--- config.mk ---
export PLATFORM = sky130hd
export DESIGN_NAME = maxnet_driver_flat
export DESIGN_NICKNAME = d
export VERILOG_FILES = /design/src/rtl/maxnet_driver_pkg.sv /design/src/rtl/maxnet_driver_if.sv /design/src/rtl/maxnet_idx_match.sv /design/src/rtl/maxnet_driver.sv /design/src/flat_wrapper.sv
export SDC_FILE = /design/constraint.sdc
export NUM_CORES = 1
export LEC_CHECK = 0
export BUFFER_PORTS_ARGS = -buffer_cell sky130_fd_sc_hd__buf_2
export CORE_ASPECT_RATIO = 0.8
export CORE_MARGIN = 8
export CORE_UTILIZATION = 50
export CTS_BUF_LIST = sky130_fd_sc_hd__clkbuf_8
export DETAILED_ROUTE_END_ITERATION = 12
export GPL_ROUTABILITY_DRIVEN = 0
export GPL_TIMING_DRIVEN = 0
export PLACE_DENSITY = 0.87
export SLEW_MARGIN = 25
export SYNTH_ARGS = -nofsm -noshare
export SYNTH_HDL_FRONTEND = slang
export SYNTH_HIERARCHICAL = 1
export SYNTH_SLANG_ARGS = --single-unit
--- constraint.sdc ---
create_clock -name clk -period 1.7 [get_ports clk]
set_clock_uncertainty 0.1 [all_clocks]
set_input_delay 0 -clock clk [delete_from_list [all_inputs] [get_ports clk]]
set_output_delay 0 -clock clk [all_outputs]
set_load 0.01 [all_outputs]
--- src/rtl/maxnet_driver_pkg.sv ---
// Shared definitions for the Maxnet initiator: widths, operand count and FSM state encoding.
package maxnet_driver_pkg;

  localparam int MAXNET_WIDTH = 5;
  localparam int IDX_W        = 2;
  localparam int NUM_OPS      = 4;

  typedef enum logic [1:0] {
    ST_COLLECT = 2'd0,
    ST_START   = 2'd1,
    ST_WAIT    = 2'd2,
    ST_OUT     = 2'd3
  } state_e;

  typedef logic [IDX_W-1:0] idx_t;

endpackage

--- src/rtl/maxnet_driver_if.sv ---
// Bundles the sample input stream, the Maxnet start/done bus and the result output stream.
interface maxnet_driver_if
  import maxnet_driver_pkg::*;
#(
  parameter int WIDTH = MAXNET_WIDTH
);

  logic             s_valid;
  logic             s_ready;
  logic [WIDTH-1:0] s_data;

  logic             start;
  logic [WIDTH-1:0] X1;
  logic [WIDTH-1:0] X2;
  logic [WIDTH-1:0] X3;
  logic [WIDTH-1:0] X4;
  logic             done;
  logic [WIDTH-1:0] result;

  logic             m_valid;
  logic             m_ready;
  logic [WIDTH-1:0] m_data;
  idx_t             m_idx;
  logic             m_err;

  // Driver side.
  modport master (
    input  s_valid, s_data, done, result, m_ready,
    output s_ready, start, X1, X2, X3, X4, m_valid, m_data, m_idx, m_err
  );

  // Environment side: sample source, Maxnet core and result sink.
  modport slave (
    output s_valid, s_data, done, result, m_ready,
    input  s_ready, start, X1, X2, X3, X4, m_valid, m_data, m_idx, m_err
  );

endinterface

--- src/rtl/maxnet_idx_match.sv ---
// Combinational comparator: finds the lowest-index operand equal to the Maxnet result.
module maxnet_idx_match
  import maxnet_driver_pkg::*;
#(
  parameter int WIDTH = MAXNET_WIDTH
) (
  input  logic [WIDTH-1:0] result,
  input  logic [WIDTH-1:0] x1,
  input  logic [WIDTH-1:0] x2,
  input  logic [WIDTH-1:0] x3,
  input  logic [WIDTH-1:0] x4,
  output logic             hit,
  output idx_t             idx
);

  // NOTE: every output gets a default before the if-chain so no path leaves a value unassigned (no latch).
  always_comb begin
    hit = 1'b1;
    idx = '0;
    // Priority order makes equal maxima resolve to the lowest index.
    if (x1 == result)      idx = 2'd0;
    else if (x2 == result) idx = 2'd1;
    else if (x3 == result) idx = 2'd2;
    else if (x4 == result) idx = 2'd3;
    else                   hit = 1'b0;
  end

endmodule

--- src/rtl/maxnet_driver.sv ---
// Maxnet initiator: collects four samples, pulses start, waits for done, returns value and index.
// Optional WAIT-state timeout is enabled by defining MAXNET_DRIVER_TIMEOUT_EN.
module maxnet_driver
  import maxnet_driver_pkg::*;
#(
  parameter int WIDTH          = MAXNET_WIDTH,
  parameter int TIMEOUT_CYCLES = 255
) (
  input logic           clk,
  input logic           rst,
  maxnet_driver_if.master bus
);

  state_e           state, state_d;
  logic [1:0]       cnt;
  logic [WIDTH-1:0] x_q [NUM_OPS];
  logic [WIDTH-1:0] m_data_q;
  idx_t             m_idx_q;
  logic             m_err_q;
  logic             hit;
  idx_t             hit_idx;

`ifdef MAXNET_DRIVER_TIMEOUT_EN
  localparam int WAIT_W = ($clog2(TIMEOUT_CYCLES + 1) > 8) ? $clog2(TIMEOUT_CYCLES + 1) : 8;
  logic [WAIT_W-1:0] wait_cnt;
  logic              timeout;
  // Counter starts at 0 in the first WAIT cycle, so the limit is hit in WAIT cycle TIMEOUT_CYCLES.
  assign timeout = (wait_cnt == WAIT_W'(TIMEOUT_CYCLES - 1));
`endif

  maxnet_idx_match #(.WIDTH(WIDTH)) u_match (
    .result (bus.result),
    .x1     (x_q[0]),
    .x2     (x_q[1]),
    .x3     (x_q[2]),
    .x4     (x_q[3]),
    .hit    (hit),
    .idx    (hit_idx)
  );

  always_ff @(posedge clk or posedge rst) begin
    if (rst) begin
      state <= ST_COLLECT;
    end else begin
      state <= state_d;
    end
  end

  always_comb begin
    state_d = state;
    unique case (state)
      ST_COLLECT: if (bus.s_valid && cnt == 2'd3) state_d = ST_START;
      ST_START:   state_d = ST_WAIT;
`ifdef MAXNET_DRIVER_TIMEOUT_EN
      ST_WAIT:    if (bus.done || timeout) state_d = ST_OUT;
`else
      ST_WAIT:    if (bus.done) state_d = ST_OUT;
`endif
      ST_OUT:     if (bus.m_ready) state_d = ST_COLLECT;
      default:    state_d = ST_COLLECT;
    endcase
  end

  // NOTE: operand registers are reset explicitly because X1..X4 must read 0 after reset, not just be "don't care".
  always_ff @(posedge clk or posedge rst) begin
    if (rst) begin
      cnt      <= '0;
      m_data_q <= '0;
      m_idx_q  <= '0;
      m_err_q  <= 1'b0;
      for (int i = 0; i < NUM_OPS; i++) x_q[i] <= '0;
`ifdef MAXNET_DRIVER_TIMEOUT_EN
      wait_cnt <= '0;
`endif
    end else begin
      // NOTE: non-blocking assignments here so every register samples pre-edge values of its peers.
      unique case (state)
        ST_COLLECT: begin
          if (bus.s_valid) begin
            x_q[cnt] <= bus.s_data;
            cnt      <= cnt + 2'd1;
          end
        end
        ST_START: begin
`ifdef MAXNET_DRIVER_TIMEOUT_EN
          wait_cnt <= '0;
`endif
        end
        ST_WAIT: begin
          if (bus.done) begin
            m_data_q <= bus.result;
            m_idx_q  <= hit_idx;
            m_err_q  <= ~hit;
          end
`ifdef MAXNET_DRIVER_TIMEOUT_EN
          else if (timeout) begin
            m_data_q <= '0;
            m_idx_q  <= '0;
            m_err_q  <= 1'b1;
          end else begin
            wait_cnt <= wait_cnt + 1'b1;
          end
`endif
        end
        ST_OUT: begin
          if (bus.m_ready) m_err_q <= 1'b0;
        end
        default: ;
      endcase
    end
  end

  // Handshake flags decode straight from the state register; input and output phases never overlap.
  assign bus.s_ready = (state == ST_COLLECT);
  assign bus.start   = (state == ST_START);
  assign bus.m_valid = (state == ST_OUT);
  assign bus.m_data  = m_data_q;
  assign bus.m_idx   = m_idx_q;
  assign bus.m_err   = m_err_q;
  assign bus.X1      = x_q[0];
  assign bus.X2      = x_q[1];
  assign bus.X3      = x_q[2];
  assign bus.X4      = x_q[3];

endmodule

--- src/flat_wrapper.sv ---
// flat-port wrapper written by rule: the top's interface ports become plain ports
module maxnet_driver_flat import maxnet_driver_pkg::*;
#(
  parameter int WIDTH          = MAXNET_WIDTH,
  parameter int TIMEOUT_CYCLES = 255
)
  (clk, rst, bus_s_valid, bus_s_data, bus_done, bus_result, bus_m_ready, bus_s_ready, bus_start, bus_X1, bus_X2, bus_X3, bus_X4, bus_m_valid, bus_m_data, bus_m_idx, bus_m_err);
  maxnet_driver_if #(.WIDTH(WIDTH)) bus_i ();
  input logic clk;
  input logic rst;
  input wire logic [$bits(bus_i.s_valid)-1:0] bus_s_valid;
  input wire logic [$bits(bus_i.s_data)-1:0] bus_s_data;
  input wire logic [$bits(bus_i.done)-1:0] bus_done;
  input wire logic [$bits(bus_i.result)-1:0] bus_result;
  input wire logic [$bits(bus_i.m_ready)-1:0] bus_m_ready;
  output wire logic [$bits(bus_i.s_ready)-1:0] bus_s_ready;
  output wire logic [$bits(bus_i.start)-1:0] bus_start;
  output wire logic [$bits(bus_i.X1)-1:0] bus_X1;
  output wire logic [$bits(bus_i.X2)-1:0] bus_X2;
  output wire logic [$bits(bus_i.X3)-1:0] bus_X3;
  output wire logic [$bits(bus_i.X4)-1:0] bus_X4;
  output wire logic [$bits(bus_i.m_valid)-1:0] bus_m_valid;
  output wire logic [$bits(bus_i.m_data)-1:0] bus_m_data;
  output wire logic [$bits(bus_i.m_idx)-1:0] bus_m_idx;
  output wire logic [$bits(bus_i.m_err)-1:0] bus_m_err;
  assign bus_i.s_valid = bus_s_valid;
  assign bus_i.s_data = bus_s_data;
  assign bus_i.done = bus_done;
  assign bus_i.result = bus_result;
  assign bus_i.m_ready = bus_m_ready;
  assign bus_s_ready = bus_i.s_ready;
  assign bus_start = bus_i.start;
  assign bus_X1 = bus_i.X1;
  assign bus_X2 = bus_i.X2;
  assign bus_X3 = bus_i.X3;
  assign bus_X4 = bus_i.X4;
  assign bus_m_valid = bus_i.m_valid;
  assign bus_m_data = bus_i.m_data;
  assign bus_m_idx = bus_i.m_idx;
  assign bus_m_err = bus_i.m_err;
  maxnet_driver #(.WIDTH(WIDTH), .TIMEOUT_CYCLES(TIMEOUT_CYCLES)) u_core (.clk(clk), .rst(rst), .bus(bus_i));
endmodule
* Word level (Yosys, flattened, before mapping)
Index checks and enable logic that the tools add are counted.
** Storage, ports and cells
- Register bits after elaboration :: 32
- Latch bits :: 0
- Memory bits (writable) :: 0
- Memory bits (read-only) :: 0
- Input bits :: 15
- Output and inout port bits :: 31
- Word-level logic and storage cells :: 51
- Memories kept :: 0
** Operators by class
- Add/subtract/negate cells :: 1
- $mul :: 0
- Div/mod/pow operators :: 0
- $lt $le $gt $ge :: 2
- Eq/ne operators :: 11
- Shift-type cells :: 0
- Muxes and demuxes :: 18
- Bitwise gates (word level) :: 2
- Reduce and logical (&&, ||, !) cells :: 8
** Operators by type and width (number)
- $bwmux W20 :: 1
- $eq A5 B5 Y1 :: 4
- $mux W2 :: 7
- $demux W5 S2 :: 1
- $pmux W2 S4 :: 1
- $eq A2 B2 Y1 const B :: 3
- $mux W1 :: 6
- $reduce_and A3 Y1 :: 2
- $mux W5 :: 1
- $ne A2 B2 Y1 const B :: 2
- $reduce_and A2 Y1 :: 2
- $ge A3 B3 Y1 const B :: 1
- $lt A3 B1 Y1 const B :: 1
- $not A2 Y3 :: 1
- $add A2 B1 Y2 const B :: 1
- $eq A2 B1 Y1 const B :: 1
- $logic_and A1 B1 Y1 :: 2
- $logic_not A2 Y1 :: 1
- $ne A2 B1 Y1 const B :: 1
- $pmux W1 S2 :: 1
- $reduce_bool A2 Y1 :: 1
- $not A1 Y1 :: 1

* Logic depth before layout (Yosys ltp)
Gate-level depths: netlist (run 1).
- Depth in word-level cells :: 8
- Gate-level depth with buffers :: 8
- Gate-level depth less buffers :: 8

* Modules after synthesis
The synthesis (run 1) kept the hierarchy.
** By module, submodules not included
- maxnet_driver :: instances 1, cells an instance 92, area each 1351.3 um2, seq. area each 800.8 um2
- maxnet_idx_match :: instances 1, cells an instance 34, area each 274.0 um2, seq. area each 0.0 um2

* Least setup slack after synthesis (run 1)
Ideal clock, no wire load.
- Kind :: reg-to-reg
- Start point :: register u_core.state[0]
- End point :: register u_core.state[1]
- Library setup time :: 128 ps
- Data arrival time :: 1352 ps
- Required time :: 1472 ps
- Path slack :: 120 ps
- Cell stages (with the launch flop) :: 5
- Path buffers :: 0
- Period minus slack after synthesis :: 1580 ps
- Cells stage by stage :: dfrtp_1 inv_1 ha_1 a221oi_2 mux2_1
** On the way
- Cells in the longest elaborated chain, start to end :: 3
- Elaborated cells between the ends (all ways) :: 9
- Those cells by class :: eq/ne: 6; mux: 1; reduce/logical: 2
** Ends and longest elaborated chain
- from (decl) :: RTL line maxnet_driver.sv:14 : state_e state, state_d;
- from (signal assigned) :: RTL line maxnet_driver.sv:45 : state <= state_d;
- $logic_not A2 Y1 *
- via bus_s_ready :: RTL line flat_wrapper.sv:16 : output wire logic [$bits(bus_i.s_ready)-1:0] bus_s_ready;
- $ne A2 B1 Y1 (no source line)
- $reduce_and A3 Y1 (no source line)
Mark *: on every way through the listed nets, which the timed path passes. The rest lies on a longest branch.
A chain may end at the register's enable or synchronous reset.

* Worst setup path in the final report (run 1)
- Start point :: register u_core.x_q, in the netlist u_core/bus.X2[2]
- End point :: register u_core.m_err_q, in the netlist u_core/bus.m_err
** On the way
- Cells in the longest elaborated chain, start to end :: 6
** Ends and longest elaborated chain
- from (decl) :: RTL line maxnet_driver.sv:16 : logic [WIDTH-1:0] x_q [NUM_OPS];
- from (signal, indexed assignment) :: RTL line maxnet_driver.sv:80 : x_q[cnt] <= bus.s_data;
- $eq A5 B5 Y1 :: RTL line maxnet_idx_match.sv:22 : else if (x2 == result) idx = 2'd1;
- $mux W1 :: RTL line maxnet_idx_match.sv:22
- $mux W1 :: RTL line maxnet_idx_match.sv:21 : if (x1 == result) idx = 2'd0;
- via u_core.hit :: RTL line maxnet_driver.sv:20 : logic hit;
- $not A1 Y1 :: RTL line maxnet_driver.sv:93 : m_err_q <= ~hit;
- $mux W1 :: RTL line maxnet_driver.sv:90 : if (bus.done) begin
- $pmux W1 S2 :: RTL line maxnet_driver.sv:77 : unique case (state)
- to (signal assigned) :: RTL line maxnet_driver.sv:93
- to (decl) :: RTL line maxnet_driver.sv:19 : logic m_err_q;
The timed path passes the listed nets, and every way through them passes these cells. The select of a mux whose other input is x is not followed.

==> impl_metrics.xml, run 1 <==
<?xml version="1.0" encoding="UTF-8"?>
<metrics>
  <group name="synthesis">
    <metric name="post_synth_xor_area_fraction" unit="%">11.3</metric>
    <metric name="synth_most_common_cell" unit="">sky130_fd_sc_hd__dfrtp_1</metric>
    <metric name="post_synth_adder_cell_area" unit="%">6.16</metric>
    <metric name="synth_area_leaders" unit="">sky130_fd_sc_hd__dfrtp_1, sky130_fd_sc_hd__mux2_2, sky130_fd_sc_hd__xnor2_1</metric>
    <metric name="seq_area_frac_synth" unit="%">49.3</metric>
    <metric name="syn-cell-area" unit="um2">1630</metric>
    <metric name="syn-instance-count" unit="">126</metric>
    <metric name="synth_top_area_share" unit="%">49.3</metric>
    <metric name="synth_flop_cell" unit="">sky130_fd_sc_hd__dfrtp_1</metric>
    <metric name="post_synthesis_share_of_cell_area_spent_on_and_or_nand_and_nor_gates" unit="%">8.01</metric>
    <metric name="synth-compound-area-share" unit="%">3.54</metric>
    <metric name="yosysWarningCount" unit="">6</metric>
    <metric name="mean_instance_size_in_the_synthesized_netlist" unit="um2">12.9</metric>
    <metric name="synthMuxAreaShare" unit="%">20.1</metric>
    <metric name="edff_count_synth" unit="">0</metric>
    <metric name="postSynth.asyncResetShare" unit="%">100</metric>
    <metric name="postSynthRegisterBits" unit="">32</metric>
    <metric name="nets_in_the_synthesized_netlist" unit="">149</metric>
    <metric name="dominant_combinational_cell_family_by_area_after_synthesis" unit="">multiplexers</metric>
    <metric name="yosys-top-cells-count" unit="">sky130_fd_sc_hd__dfrtp_1, sky130_fd_sc_hd__mux2_2, sky130_fd_sc_hd__xnor2_1</metric>
    <metric name="synthDominantAreaCellType" unit="">sky130_fd_sc_hd__dfrtp_1</metric>
    <metric name="synth.distinct_cells" unit="">18</metric>
  </group>
  <group name="routing">
    <metric name="drt_drc_violations_left" unit="">0</metric>
    <metric name="drtIter0Drc" unit="">55</metric>
    <metric name="post_drt_wl_per_cell" unit="um">18.1</metric>
    <metric name="drtAntennaViolNets" unit="">0</metric>
    <metric name="route.final.wire_length" unit="mm">4.21</metric>
    <metric name="drtPass1Iterations" unit="">6</metric>
    <metric name="dr_total_vias" unit="">1222</metric>
    <metric name="vias_per_cell" unit="">5.27</metric>
  </group>
  <group name="timing">
    <metric name="setup-violations-final" unit="">0</metric>
    <metric name="tightest_slew" unit="ns">0.677</metric>
    <metric name="achievable-frequency" unit="MHz">592</metric>
    <metric name="hold_viol" unit="">0</metric>
    <metric name="min_period" unit="ns">1.69</metric>
    <metric name="fin_worst_hold_slack" unit="ns">0.0481</metric>
    <metric name="period_share" unit="%">99.3</metric>
    <metric name="maxSlewHeadroom" unit="%">54.8</metric>
    <metric name="drv_slew" unit="">0</metric>
  </group>
  <group name="worst_setup_path">
    <metric name="worst-endpoint-required" unit="ns">1.75</metric>
    <metric name="crit_fanout" unit="">3</metric>
    <metric name="timing.critical_path.from_type" unit="">flip-flop</metric>
    <metric name="cp.arrival" unit="ns">1.74</metric>
    <metric name="regToRegSetupSlack" unit="ns">0.01</metric>
    <metric name="end_kind" unit="">flip-flop</metric>
    <metric name="worst-setup-path-type" unit="">flip-flop to flip-flop</metric>
  </group>
  <group name="final_layout">
    <metric name="multi_input_comb_area" unit="um2">876</metric>
    <metric name="finalNetCount" unit="">215</metric>
    <metric name="layout.cells.non_filler" unit="">232</metric>
    <metric name="post_route_cells_drive_above_1_share" unit="%">53.1</metric>
    <metric name="filler_cell_count" unit="">194</metric>
    <metric name="area.sequential" unit="um2">801</metric>
    <metric name="antenna_cells" unit="">0</metric>
    <metric name="flow.area_growth_from_synthesis" unit="%">36.4</metric>
  </group>
  <group name="grt">
    <metric name="globalRoute.totalOverflow" unit="">0</metric>
    <metric name="grt_pass1_wl" unit="mm">6.33</metric>
    <metric name="largest_net_degree_at_the_start_of_global_routing" unit="">33</metric>
    <metric name="total_track_usage" unit="%">15.3</metric>
    <metric name="initial_antenna_violation_count" unit="">0</metric>
    <metric name="grt_pass1_vias" unit="">1312</metric>
  </group>
  <group name="job">
    <metric name="max-cap-violations" unit="">0</metric>
  </group>
  <group name="power_and_ir_drop">
    <metric name="powerDensity" unit="nW/um2">1850</metric>
    <metric name="p_leak" unit="uW">0.00106</metric>
    <metric name="ir_drop" unit="mV">0.841</metric>
  </group>
  <group name="floorplanning">
    <metric name="area_of_the_placeable_core" unit="um2">3090</metric>
    <metric name="initial_standard_cell_utilization_of_the_core" unit="%">52.7</metric>
    <metric name="ioPinCount" unit="">46</metric>
    <metric name="die_w" unit="um">79.7</metric>
    <metric name="die_height" unit="um">67.0</metric>
    <metric name="rows" unit="">18</metric>
    <metric name="die_ar" unit="um2">5340</metric>
  </group>
  <group name="placed_design">
    <metric name="hpwlAfterDp" unit="mm">2.87</metric>
    <metric name="place_inst" unit="">211</metric>
    <metric name="buffer_ports.inserted" unit="">45</metric>
  </group>
  <group name="clocking">
    <metric name="cts_tree" unit="">built</metric>
    <metric name="cts_sinks" unit="">32</metric>
    <metric name="numCtsBuffers" unit="">5</metric>
    <metric name="cts_buffer_depth" unit="">2</metric>
    <metric name="ctsRootBufferMaster" unit="">sky130_fd_sc_hd__clkbuf_8</metric>
    <metric name="clock_latency" unit="ns">0.28</metric>
    <metric name="htree_num_levels" unit="">2</metric>
    <metric name="clk_pin_slew" unit="ns">0.06</metric>
  </group>
  <group name="min_path">
    <metric name="holdCritPathClass" unit="">input port to flip-flop</metric>
  </group>
  <group name="outcome">
    <metric name="outcome" unit="">completed</metric>
  </group>
</metrics>
==> cell type report <==
class                   instances  area share, %
flip-flops and latches         32           36.1
repair buffers                 59           16.6
inverters                       7           1.19
multi-input cells              87           39.5
well taps                      40           2.26
clock buffers                   7           4.35
==> timing repair <==
action / 4_1_cts / 5_1_grt
pin swaps: 0 / 5
buffers inserted: 0 / 3
resized for setup: 0 / 18
endpoints found under the setup margin: 20 / 24
hold buffers: 12 / 0
hold endpoints to repair: 58 / 0
==> flip-flops by register name, indices dropped and copies added, names as in the netlist <==
signal             cells
u_core/bus.X1          5
u_core/bus.X2          5
u_core/bus.X3          5
u_core/bus.X4          5
u_core/bus.m_data      5
u_core/bus.m_err       1
u_core/bus.m_idx       2
u_core/cnt             2
u_core/state           2
==> metrics by stage <==
stage | power, uW | setup WS (ns) | area [um2] | utilization, % | setup TNS (ns)
4_1_cts | 3910 | -0.0564 | 2120 | 68.6 | -0.641
2_1_floorplan | 2580 | 0.120 | 1630 | - | 0
3_5_place_dp | 3250 | -0.0309 | 1900 | 61.6 | -0.245
6_report | 4110 | 0.0115 | 2220 | 71.9 | 0
3_3_place_gp | 3140 | 0.0207 | 1900 | 61.6 | 0
5_1_grt | 4370 | -0.0567 | 2220 | 71.9 | -0.0959
==> critical path, cell delays in order (launching register included) <==
cell and delay [ns]:
sky130_fd_sc_hd__dfrtp_1 0.40, sky130_fd_sc_hd__xnor2_1 0.22, sky130_fd_sc_hd__nand3_1 0.17, sky130_fd_sc_hd__nor3_4 0.23, sky130_fd_sc_hd__nor2_1 0.06, sky130_fd_sc_hd__nand2_1 0.10
sky130_fd_sc_hd__nor3b_2 0.06, sky130_fd_sc_hd__a21oi_1 0.12, sky130_fd_sc_hd__o21ai_0 0.10
==> power by group <==
group | internal [uW] | total, uW | switching (uW)
sequential | 1150 | 1500 | 352
clock | 360 | 616 | 256
combinational | 983 | 1990 | 1000
==> metal layers <==
layer / wire [um] / track usage (%) / up-vias / share of wire, %
li1: - / - / 563 / -
met1: 1790 / 17.1 / 602 / 42
met2: 2050 / 26.1 / 50 / 49
met3: 271 / 4.57 / 7 / 6.4
met4: 99 / 8.14 / 0 / 2.4
met5: 0 / 0 / - / 0
==> path summary, 6_finish.rpt <==
check,startpoint,end,cells after the start
worst max-delay path,u_core/bus.X2[2]$_DFFE_PP0P_,u_core/bus.m_err$_DFFE_PP0P_,8
worst min-delay path,bus_m_ready,u_core/bus.m_err$_DFFE_PP0P_,4
worst max register to register,u_core/bus.X2[2]$_DFFE_PP0P_,u_core/bus.m_err$_DFFE_PP0P_,8
worst min register to register,u_core/bus.m_data[0]$_DFFE_PP0P_,u_core/bus.m_data[0]$_DFFE_PP0P_,1
max in group asynchronous,rst,u_core/bus.X2[3]$_DFFE_PP0P_,3
min in group asynchronous,rst,u_core/bus.m_err$_DFFE_PP0P_,3
==> cell families (layout without fill, tap and decap cells) <==
| group | Yosys count | after routing |
|---|---|---|
| flops | 32 | 32 |
| mux | 29 | 29 |
| simple gates | 22 | 22 |
| xor+xnor | 21 | 21 |
| fa+ha+maj | 8 | 8 |
| compound gates | 7 | 7 |
| buf+inv | 7 | 73 |
==> cells in the final DEF (no fill, tap or decap), types with 2 or more instances in the layout <==
cell	Yosys	final
sky130_fd_sc_hd__o21ai_0	2	2
sky130_fd_sc_hd__nand2_1	4	4
sky130_fd_sc_hd__dfrtp_1	32	32
sky130_fd_sc_hd__nand3_2	0	4
sky130_fd_sc_hd__xnor2_1	12	11
sky130_fd_sc_hd__xor2_2	0	2
sky130_fd_sc_hd__buf_4	0	4
sky130_fd_sc_hd__nor3_4	0	3
sky130_fd_sc_hd__inv_1	7	6
sky130_fd_sc_hd__buf_2	0	43
sky130_fd_sc_hd__dlygate4sd3_1	0	11
sky130_fd_sc_hd__xor2_1	9	7
sky130_fd_sc_hd__ha_1	8	5
sky130_fd_sc_hd__nand3_1	8	4
sky130_fd_sc_hd__nor2_1	3	3
sky130_fd_sc_hd__nor3_2	5	2
sky130_fd_sc_hd__ha_2	0	3
sky130_fd_sc_hd__mux2_2	28	28
sky130_fd_sc_hd__clkbuf_8	0	7
Power figures use the tool's default switching activity.
==> run 2: changes to the inputs <==
==> constraint.sdc (replaced) <==
create_clock -name clk -period 1.7 [get_ports clk]
set_clock_uncertainty 0.1 [all_clocks]
set_input_delay 0 -clock clk [delete_from_list [all_inputs] [get_ports clk]]
set_output_delay 0 -clock clk [all_outputs]
set_load 0.1 [all_outputs]
==> impl_metrics.xml, run 2 (synthesized netlist as in run 1, its figures left out) <==
<?xml version="1.0" encoding="UTF-8"?>
<metrics>
  <group name="timing">
    <metric name="setup-violations-final" unit="">1</metric>
    <metric name="period_share" unit="%">101</metric>
    <metric name="hold_viol" unit="">0</metric>
    <metric name="tightest_slew" unit="ns">0.679</metric>
    <metric name="drv_slew" unit="">0</metric>
    <metric name="rsz0062_at_grt" unit="">yes</metric>
    <metric name="finalWorstSetupSlack" unit="ns">-0.00993</metric>
    <metric name="maxSlewHeadroom" unit="%">54.7</metric>
    <metric name="achievable-frequency" unit="MHz">585</metric>
    <metric name="min_period" unit="ns">1.71</metric>
  </group>
  <group name="placed_design">
    <metric name="placement.setup.worst_slack" unit="ns">-0.0242</metric>
    <metric name="hpwlAfterDp" unit="mm">2.98</metric>
    <metric name="place_inst" unit="">211</metric>
    <metric name="buffer_ports.inserted" unit="">45</metric>
    <metric name="place_area" unit="um2">1990</metric>
  </group>
  <group name="clocking">
    <metric name="cts_tree" unit="">built</metric>
    <metric name="htree_num_levels" unit="">2</metric>
    <metric name="cts_buffer_depth" unit="">2</metric>
    <metric name="clock_latency" unit="ns">0.28</metric>
    <metric name="clk_pin_slew" unit="ns">0.06</metric>
    <metric name="cts_sinks" unit="">32</metric>
    <metric name="numCtsBuffers" unit="">5</metric>
    <metric name="ctsRootBufferMaster" unit="">sky130_fd_sc_hd__clkbuf_8</metric>
  </group>
  <group name="grt">
    <metric name="globalRoute.totalOverflow" unit="">0</metric>
    <metric name="grt_pass1_wl" unit="mm">6.34</metric>
    <metric name="largest_net_degree_at_the_start_of_global_routing" unit="">33</metric>
    <metric name="grt_pass1_vias" unit="">1309</metric>
    <metric name="initial_antenna_violation_count" unit="">0</metric>
    <metric name="total_track_usage" unit="%">15.2</metric>
  </group>
  <group name="floorplanning">
    <metric name="ioPinCount" unit="">46</metric>
    <metric name="die_height" unit="um">67.0</metric>
    <metric name="area_of_the_placeable_core" unit="um2">3090</metric>
    <metric name="initial_standard_cell_utilization_of_the_core" unit="%">52.7</metric>
    <metric name="die_w" unit="um">79.7</metric>
    <metric name="die_ar" unit="um2">5340</metric>
    <metric name="rows" unit="">18</metric>
  </group>
  <group name="routing">
    <metric name="vias_per_cell" unit="">5.08</metric>
    <metric name="drt_drc_violations_left" unit="">0</metric>
    <metric name="drtAntennaViolNets" unit="">0</metric>
    <metric name="drtPass1Iterations" unit="">4</metric>
    <metric name="route.final.wire_length" unit="mm">3.90</metric>
    <metric name="post_drt_wl_per_cell" unit="um">16.8</metric>
    <metric name="dr_total_vias" unit="">1183</metric>
    <metric name="drtIter0Drc" unit="">52</metric>
  </group>
  <group name="final_layout">
    <metric name="finalNetCount" unit="">215</metric>
    <metric name="antenna_cells" unit="">0</metric>
    <metric name="final_cell_mix" unit="">sky130_fd_sc_hd__buf_2, sky130_fd_sc_hd__mux2_2, sky130_fd_sc_hd__dfrtp_4</metric>
    <metric name="layout.cells.non_filler" unit="">233</metric>
    <metric name="postLayoutCellArea" unit="um2">2260</metric>
    <metric name="filler_cell_count" unit="">203</metric>
    <metric name="flow.area_growth_from_synthesis" unit="%">38.9</metric>
    <metric name="final_core_util" unit="%">73.2</metric>
    <metric name="layout_commonest_cell" unit="">sky130_fd_sc_hd__buf_2</metric>
    <metric name="post_route_cells_drive_above_1_share" unit="%">61.1</metric>
  </group>
  <group name="job">
    <metric name="max-cap-violations" unit="">0</metric>
  </group>
  <group name="min_path">
    <metric name="holdCritPathClass" unit="">input port to flip-flop</metric>
  </group>
  <group name="worst_setup_path">
    <metric name="worst-endpoint-required" unit="ns">1.76</metric>
    <metric name="worstPathCellList" unit="">xor2_1 &gt; nor3_2 &gt; nand3_1 &gt; a21oi_2 &gt; nor2_1 &gt; mux2_2</metric>
    <metric name="cp.arrival" unit="ns">1.77</metric>
    <metric name="crit_slowest_cell" unit="">sky130_fd_sc_hd__dfrtp_4</metric>
    <metric name="worst-setup-path-type" unit="">flip-flop to flip-flop</metric>
    <metric name="end_kind" unit="">flip-flop</metric>
    <metric name="timing.critical_path.from_type" unit="">flip-flop</metric>
    <metric name="cpPeakStageDelay" unit="ns">0.48</metric>
    <metric name="crit_fanout" unit="">2</metric>
  </group>
  <group name="outcome">
    <metric name="outcome" unit="">finished with violations</metric>
    <metric name="violations_in_the_final_reports" unit="">negative setup slack</metric>
  </group>
</metrics>
-- run 2: timing repair --
action,CTS,global route
endpoints found under the setup margin,3,18
pin swaps,1,4
setup buffers,0,2
resized for setup,1,9
hold endpoints to repair,58,0
hold buffers,12,0
-- run 2: layer usage --
layer  share of wire [%]  track usage [%]  wire length (um)
met3                 7.2             6.18               280
met5                   0                0                 0
met2                  49             25.8              1910
met4                 1.1             3.85                42
met1                  43             17.5              1670
-- run 2: path summary, 6_finish.rpt --
kind                                                       start                               end  slack, ns  cells after the start
min in group asynchronous                                    rst      u_core/bus.m_err$_DFFE_PP0P_       0.27                      3
worst min register to register  u_core/bus.m_data[3]$_DFFE_PP0P_  u_core/bus.m_data[3]$_DFFE_PP0P_       0.40                      1
worst min-delay path                                    bus_done      u_core/bus.m_err$_DFFE_PP0P_      0.008                      4
worst max-delay path                u_core/bus.X3[2]$_DFFE_PP0P_   u_core/bus.m_idx[0]$_DFFE_PP0P_      -0.01                      6
worst max register to register      u_core/bus.X3[2]$_DFFE_PP0P_   u_core/bus.m_idx[0]$_DFFE_PP0P_      -0.01                      6
max in group asynchronous                                    rst      u_core/bus.X4[2]$_DFFE_PP0P_       0.72                      3
-- run 2: per-stage QoR --
stage / hold slack (ns) / setup TNS, ns
global route: 0.0373 / -0.0731
floorplan: 0.0161 / -0.0452
finish: 0.00793 / -0.00993
CTS: 0.0134 / 0
global placement: 0.169 / 0
detailed placement: 0.0374 / -0.0298
-- run 2: worst max-delay path: cells and delay by family, from the launching register on --
kind,cells,cell delay [ns]
flip-flops,1,0.48
AND/OR/NAND/NOR,3,0.44
multiplexers,1,0.27
XOR/XNOR,1,0.16
AO/OA/AOI/OAI,1,0.15
-- run 2: area by class of cell --
| class | instances | area (um2) | area share, % |
|---|---|---|---|
| flip-flops and latches | 32 | 862 | 38.2 |
| clock inverters | 2 | 7.51 | 0.333 |
| multi-input cells | 87 | 868 | 38.5 |
| repair buffers | 59 | 360 | 16.0 |
| inverters | 7 | 26.3 | 1.16 |
| clock buffers | 6 | 82.6 | 3.66 |
| well taps | 40 | 50.0 | 2.22 |
Power of run 2 is not shown: default switching activity piles up to over one toggle a cycle in this logic, so the estimate is an artifact.
